## config.mk

```make
export PLATFORM = sky130hd
export DESIGN_NAME = shape_cfg_master
export DESIGN_NICKNAME = d
export VERILOG_FILES = /design/src/rtl/shape_pkg.sv /design/src/rtl/shape_sfr_predictor.sv /design/src/rtl/shape_cfg_master.sv
export SDC_FILE = /design/constraint.sdc
export NUM_CORES = 1
export LEC_CHECK = 0
export CORE_MARGIN = 2
export CORE_UTILIZATION = 51
export DETAILED_ROUTE_END_ITERATION = 6
export PLACE_DENSITY = 0.88
export SYNTH_ARGS = -nofsm -noshare
export SYNTH_HDL_FRONTEND = slang
export SYNTH_HIERARCHICAL = 1
export SYNTH_SLANG_ARGS = --single-unit
```

## constraint.sdc

```tcl
create_clock -name clk -period 5.32 [get_ports clk]
set_input_delay 0.532 -clock clk [delete_from_list [all_inputs] [get_ports clk]]
set_output_delay 0.532 -clock clk [all_outputs]
set_load 0.03 [all_outputs]
```

## src/rtl/shape_pkg.sv

```systemverilog
// Shared definitions for the shape configuration SFR master.
// Holds the field types, SFR bit positions, SFR reset values, the master
// FSM state encoding and the legality rules for shape/operation values.
package shape_pkg;

    typedef logic [1:0] shape_t;
    typedef logic [4:0] operation_t;

    typedef enum logic [2:0] {
        IDLE,
        WRITE,
        READ,
        WAIT,
        CHECK,
        RESP
    } state_t;

    // SFR word layout: shape in [17:16], operation in [4:0], rest reserved.
    localparam int          SHAPE_LSB  = 16;
    localparam int          SHAPE_W    = 2;
    localparam int          OP_LSB     = 0;
    localparam int          OP_W       = 5;
    localparam logic [31:0] FIELD_MASK = 32'h0003_001F;

    // SFR contents out of reset.
    localparam shape_t     SHAPE_RST = 2'b01;
    localparam operation_t OP_RST    = 5'b00000;

    // Command encodings that ask to update only one of the two fields.
    localparam shape_t     SHAPE_KEEP = 2'b00;
    localparam operation_t OP_KEEP    = 5'b11111;

    // A shape is legal only when exactly one bit is set.
    function automatic logic is_legal_shape(input shape_t shape);
        return (shape == 2'b01) || (shape == 2'b10);
    endfunction

    // op[4:3] selects a class; each class allows a few sub-codes in op[2:0].
    function automatic logic is_legal_operation(input operation_t op);
        logic ok;
        case (op[4:3])
            2'b00:   ok = (op[2:0] <= 3'd1);
            2'b01:   ok = (op[2:0] == 3'd0);
            2'b10:   ok = (op[2:0] <= 3'd1);
            default: ok = 1'b0;
        endcase
        return ok;
    endfunction

    // Class 00 operations work with any shape; other classes need the
    // shape whose code equals the class.
    function automatic logic is_legal_combination(input shape_t shape, input operation_t op);
        return (op[4:3] == 2'b00) || (op[4:3] == shape);
    endfunction

    function automatic logic [31:0] pack_sfr(input shape_t shape, input operation_t op);
        logic [31:0] word;
        word                       = '0;
        word[SHAPE_LSB +: SHAPE_W] = shape;
        word[OP_LSB +: OP_W]       = op;
        return word;
    endfunction

endpackage

```

## src/rtl/shape_sfr_predictor.sv

```systemverilog
// Predicts the SFR contents after a write, given the current mirror of the
// SFR and the requested command. Purely combinational.
//   mirror_shape/mirror_operation : last known SFR contents
//   cmd_shape/cmd_operation       : fields being written
//   pred_shape/pred_operation     : contents the SFR should hold afterwards
module shape_sfr_predictor
    import shape_pkg::*;
(
    input  logic [1:0] mirror_shape,
    input  logic [4:0] mirror_operation,
    input  logic [1:0] cmd_shape,
    input  logic [4:0] cmd_operation,
    output logic [1:0] pred_shape,
    output logic [4:0] pred_operation
);

    // NOTE: every output gets a default before any branch, so no path
    // through the block can leave it unassigned and infer a latch.
    always_comb begin
        pred_shape     = mirror_shape;
        pred_operation = mirror_operation;
        if (is_legal_shape(cmd_shape) && is_legal_operation(cmd_operation)
            && is_legal_combination(cmd_shape, cmd_operation)) begin
            pred_shape     = cmd_shape;
            pred_operation = cmd_operation;
        end else if (cmd_shape == SHAPE_KEEP && is_legal_operation(cmd_operation)
                     && is_legal_combination(mirror_shape, cmd_operation)) begin
            // Operation-only update, checked against the shape already held.
            pred_operation = cmd_operation;
        end else if (cmd_operation == OP_KEEP && is_legal_shape(cmd_shape)
                     && is_legal_combination(cmd_shape, mirror_operation)) begin
            // Shape-only update, checked against the operation already held.
            pred_shape = cmd_shape;
        end
    end

endmodule

```

## src/rtl/shape_cfg_master.sv

```systemverilog
// Shape configuration master: accepts a command, writes it to the SFR,
// reads the SFR back after READ_LATENCY cycles, compares against the
// predicted contents and returns the read-back with a match flag.
//   clk, rst_n                  : clock, asynchronous active-low reset
//   cmd_valid/ready/shape/operation : command handshake and fields
//   write, write_data           : one-cycle SFR write strobe and word
//   read, read_data             : one-cycle SFR read strobe and returned word
//   rsp_valid/ready/match/shape/operation : response handshake and payload
//   error                       : sticky mismatch flag, cleared only by reset
module shape_cfg_master
    import shape_pkg::*;
#(
    parameter int READ_LATENCY = 1,    // legal range 1..4
    parameter bit CHECK_EN     = 1'b1
) (
    input  logic        clk,
    input  logic        rst_n,
    input  logic        cmd_valid,
    output logic        cmd_ready,
    input  logic [1:0]  cmd_shape,
    input  logic [4:0]  cmd_operation,
    output logic        write,
    output logic [31:0] write_data,
    output logic        read,
    input  logic [31:0] read_data,
    output logic        rsp_valid,
    input  logic        rsp_ready,
    output logic        rsp_match,
    output logic [1:0]  rsp_shape,
    output logic [4:0]  rsp_operation,
    output logic        error
);

    state_t     state, state_nx;
    shape_t     cmd_shape_q, mirror_shape_q, pred_shape_q, pred_shape;
    operation_t cmd_op_q, mirror_op_q, pred_op_q, pred_op;
    logic [2:0] lat_cnt;
    logic [31:0] sample_q;
    logic       sample_match;

    shape_sfr_predictor u_predictor (
        .mirror_shape     (mirror_shape_q),
        .mirror_operation (mirror_op_q),
        .cmd_shape        (cmd_shape_q),
        .cmd_operation    (cmd_op_q),
        .pred_shape       (pred_shape),
        .pred_operation   (pred_op)
    );

    // NOTE: sequential state uses non-blocking assignments so every register
    // samples the pre-edge values regardless of statement order.
    always_ff @(posedge clk or negedge rst_n) begin
        if (!rst_n) state <= IDLE;
        else        state <= state_nx;
    end

    always_comb begin
        state_nx  = state;
        cmd_ready = 1'b0;
        write     = 1'b0;
        read      = 1'b0;
        rsp_valid = 1'b0;
        case (state)
            IDLE: begin
                cmd_ready = 1'b1;
                if (cmd_valid) state_nx = WRITE;
            end
            WRITE: begin
                write    = 1'b1;
                state_nx = READ;
            end
            READ: begin
                read     = 1'b1;
                state_nx = WAIT;
            end
            WAIT:    if (lat_cnt == 3'd0) state_nx = CHECK;
            CHECK:   state_nx = RESP;
            RESP: begin
                rsp_valid = 1'b1;
                if (rsp_ready) state_nx = IDLE;
            end
            default: state_nx = IDLE;
        endcase
    end

    // The write word is driven only while the strobe is up.
    always_comb begin
        write_data = '0;
        if (state == WRITE) write_data = pack_sfr(cmd_shape_q, cmd_op_q);
    end

    // Reserved read-back bits must be zero as well as the fields matching.
    always_comb begin
        sample_match = 1'b1;
        if (CHECK_EN) begin
            sample_match = (sample_q[SHAPE_LSB +: SHAPE_W] == pred_shape_q)
                        && (sample_q[OP_LSB +: OP_W] == pred_op_q)
                        && ((sample_q & ~FIELD_MASK) == '0);
        end
    end

    always_ff @(posedge clk or negedge rst_n) begin
        if (!rst_n) begin
            cmd_shape_q    <= '0;
            cmd_op_q       <= '0;
            pred_shape_q   <= SHAPE_RST;
            pred_op_q      <= OP_RST;
            mirror_shape_q <= SHAPE_RST;
            mirror_op_q    <= OP_RST;
            lat_cnt        <= '0;
            sample_q       <= '0;
            rsp_match      <= 1'b0;
            rsp_shape      <= '0;
            rsp_operation  <= '0;
            error          <= 1'b0;
        end else begin
            case (state)
                IDLE: if (cmd_valid) begin
                    cmd_shape_q <= cmd_shape;
                    cmd_op_q    <= cmd_operation;
                end
                WRITE: begin
                    pred_shape_q <= pred_shape;
                    pred_op_q    <= pred_op;
                end
                READ: lat_cnt <= 3'(READ_LATENCY);
                // The counter sits at zero for one cycle; that is the
                // cycle whose read_data is captured.
                WAIT: begin
                    if (lat_cnt == 3'd0) sample_q <= read_data;
                    else                 lat_cnt  <= lat_cnt - 3'd1;
                end
                CHECK: begin
                    rsp_match      <= sample_match;
                    rsp_shape      <= sample_q[SHAPE_LSB +: SHAPE_W];
                    rsp_operation  <= sample_q[OP_LSB +: OP_W];
                    // The mirror follows what the SFR actually holds,
                    // even when it disagrees with the prediction.
                    mirror_shape_q <= sample_q[SHAPE_LSB +: SHAPE_W];
                    mirror_op_q    <= sample_q[OP_LSB +: OP_W];
                    if (!sample_match) error <= 1'b1;
                end
                default: ;
            endcase
        end
    end

endmodule

```

==> metrics.md <==
| Metric | Value |
|---|---|
| Status | finished clean |
| Share of the synthesized area in the top cell type | 49.42% |
| Mapped Avg Cell Area | 12.35 µm² |
| Fmax | 317.4 MHz |
| Grt met1 use | 21.57% |
| IO Port Bufs | 62 |
| Most Used Layer, Global Route | met2 |
| Required time of the critical path | 4.79 ns |
| I/O pin total | 88 |
| Post-Synthesis Cells | 246 |
| Reg2reg path depth | 5 |
| Clock transition at path regs | 0.07 ns |
| First-pass GRT wire length | 8976 µm |
| Met2 GRT Util | 31.40% |
| Skew-Pair Late Insertion Delay | 0.32 ns |
| Yosys top cell by area | dfrtp_1 |
| Initial antenna violation count | 0 |
| CTS tree | done |
| Setup crit end kind | output pin |
| Core area | 5851 µm² |
| Final core utilization | 64.39% |
| Setup TNS | 0 ns |
| Synthesized flop and latch total | 62 |
| Max_cap viols | 0 |
| Post-DRT Antenna Nets | 0 |
| Worst hold path class | in -> async |
| Vias per inst | 5.108 |
| Peak supply drop | 0.0002903 V |
| Fraction of the yosys area taken by sequential cells | 51.15% |
| Final worst path period need | 3.151 ns |
| Unique masters post-synth | 38 |
| Design Power | 2148 µW |
| Async SR Flop Fraction | 100.0% |
| # fillers | 458 |
| Synthesis-to-finish area growth | 24.01% |
| Per-cell routed wire length | 13.90 µm |
| Inst Count DP | 372 |
| Power Dens Cells | 570.0 nW/µm² |
| Total track usage | 18.18% |
| Post-CTS sizing | 0 |
| Share of cells above drive strength 1 | 24.92% |
| Ys Warns | 6 |
| Die width | 81.18 µm |
| Area contributors post-synth | dfrtp_1 49%, mux2_2 19%, buf_4 7.2%, mux2_1 1.9%, dfstp_2 1.7% |
| Max-slew violations | 0 |
| Worst-case clock buffer depth | 2 |
| Crit-path max FO | 15 |
| H-Tree Depth | 3 |
| Final #Nets | 354 |
| Largest net degree at the start of global routing | 63 |
| Final non-filler cell total | 388 |
| Final period util | 59.23% |
| Effective utilization at floorplan | 51.92% |
| Routed wire length | 5393 µm |
| Die footprint | 6590 µm² |
| 1st-pass router iterations | 4 |
| EDFF count, synth | 0 |
| Total CTS buffers | 9 |
| Syn Std Cell Area | 3038 µm² |
| Via count | 1982 |
| Crit path kind | reg -> out |
| Worst Tran Pin Value | 0.9292 ns |
| Ys flop type | dfrtp_1 |
| CP arrival | 2.62 ns |
| Final setup fails | 0 |
| Clock sink total | 62 |
| GR Util met3 | 6.000% |
| DP HPWL | 3922 µm |
| Die height | 81.18 µm |
| Worst Setup Start Kind | flip-flop |
| Cell Rows | 28 |
| Vias in the first global route | 1931 |
| Root buffer cell | clkbuf_8 |
| # DRC | 0 |
| Hold buffer count at CTS | 0 |
| Leak pwr | 0.001626 µW |
| Unrepaired setup endpoints after global routing | false |
| Slew HR | 37.78% |
| Post-CTS setup buffer count | 0 |
| Hold Vio Cnt, Final | 0 |
| Final GP Congestion | 0.8442 |
| ANT cells | 0 |
| DRT iter0 DRCs | 179 |
| Total gr overflow | 0 |
| Layout Skew | 0.006786 ns |
==> critical path: stages, from the launching register on <==
cell and delay [ns]:
dfrtp_1 0.57, nor3b_2 0.83, and2_1 0.23, clkdlybuf4s50_1 0.66
==> layout by cell type (no fill, tap or decap), types with 6 or more instances in the layout <==
cell and instances:
nand2_1 12, clkdlybuf4s50_1 61, clkbuf_8 10, nor4_1 6, and2_1 8, mux2_2 50
conb_1 25, dfrtp_1 60, o21ai_0 8, inv_1 10
==> area by class of cell <==
class	count	area, µm²	share of cell area (%)
tap	75	93.84	2.491
clock inverter	6	37.54	0.9963
timing repair buffer	63	623.1	16.54
clock buffer	10	137.6	3.653
sequential	62	1554	41.25
inverter	10	37.54	0.9963
multi-input combinational	162	1284	34.08
==> cells in the mapped netlist (3+ instances only) <==
cell type,count
a21oi_1,3
inv_1,10
nor4_1,6
and2_1,8
mux2_2,50
buf_2,7
nand2_1,12
mux2_1,5
xor2_1,5
nor2_1,3
dfrtp_1,60
o21ai_0,8
ha_1,3
buf_4,29
nor3_1,3
==> kinds of logic (layout without fill, tap and decap cells) <==
family | after synthesis | in the layout | synth area share, %
muxes | 57 | 57 | 21.05
AOI/OAI and AO/OA | 24 | 24 | 5.642
other | 1 | 25 | 0.1234
DFF | 62 | 62 | 51.15
and+or+nand+nor | 46 | 46 | 9.225
adders and majority gates | 3 | 3 | 1.236
buffers and inverters | 46 | 89 | 9.555
xor gates and xnor gates | 7 | 7 | 2.018
==> path summary, 6_finish.rpt <==
check / from / to / slack (ns)
max: state[0]$_DFFE_PN0P_ / write_data[4] / 2.17
min: rst_n / sample_q[26]$_DFFE_PN0P_ / 0.35
max reg2reg: lat_cnt[0]$_DFFE_PN0P_ / sample_q[12]$_DFFE_PN0P_ / 3.19
min reg2reg: mirror_shape_q[0]$_DFFE_PN1P_ / mirror_shape_q[0]$_DFFE_PN1P_ / 0.47
max in group asynchronous: rst_n / lat_cnt[2]$_DFFE_PN0P_ / 4.45
min in group clk: mirror_shape_q[0]$_DFFE_PN1P_ / mirror_shape_q[0]$_DFFE_PN1P_ / 0.47
==> power breakdown <==
part	switching [µW]	leakage, µW	total [µW]	internal, µW
Combinational	415	0.000815	884	470
Clock	178	0.0000841	357	179
Sequential	195	0.000727	906	711
==> layer usage <==
metal	part of all wire, %	vias up
li1	-	937
met1	40	965
met2	53	74
met3	5.7	6
met4	0.82	0
met5	0	-
==> state kept, by name (all words and copies together), names as in the netlist <==
register        cells
rsp_match           1
pred_op_q           5
mirror_shape_q      1
lat_cnt             3
error               1
state               3
mirror_op_q         5
cmd_op_q            5
rsp_shape           2
sample_q           32
pred_shape_q        2
cmd_shape_q         2
==> stage by stage <==
step,setup WS (ns),area [µm²],hold slack (ns)
global placement,2.535,3592,0.4591
detailed placement,2.495,3592,0.4684
CTS,2.118,3767,0.3842
floorplan,3.275,3128,0.2364
finish,2.169,3767,0.3459
global route,1.997,3767,0.4165
No activity file was read; power rests on OpenSTA's default activity.
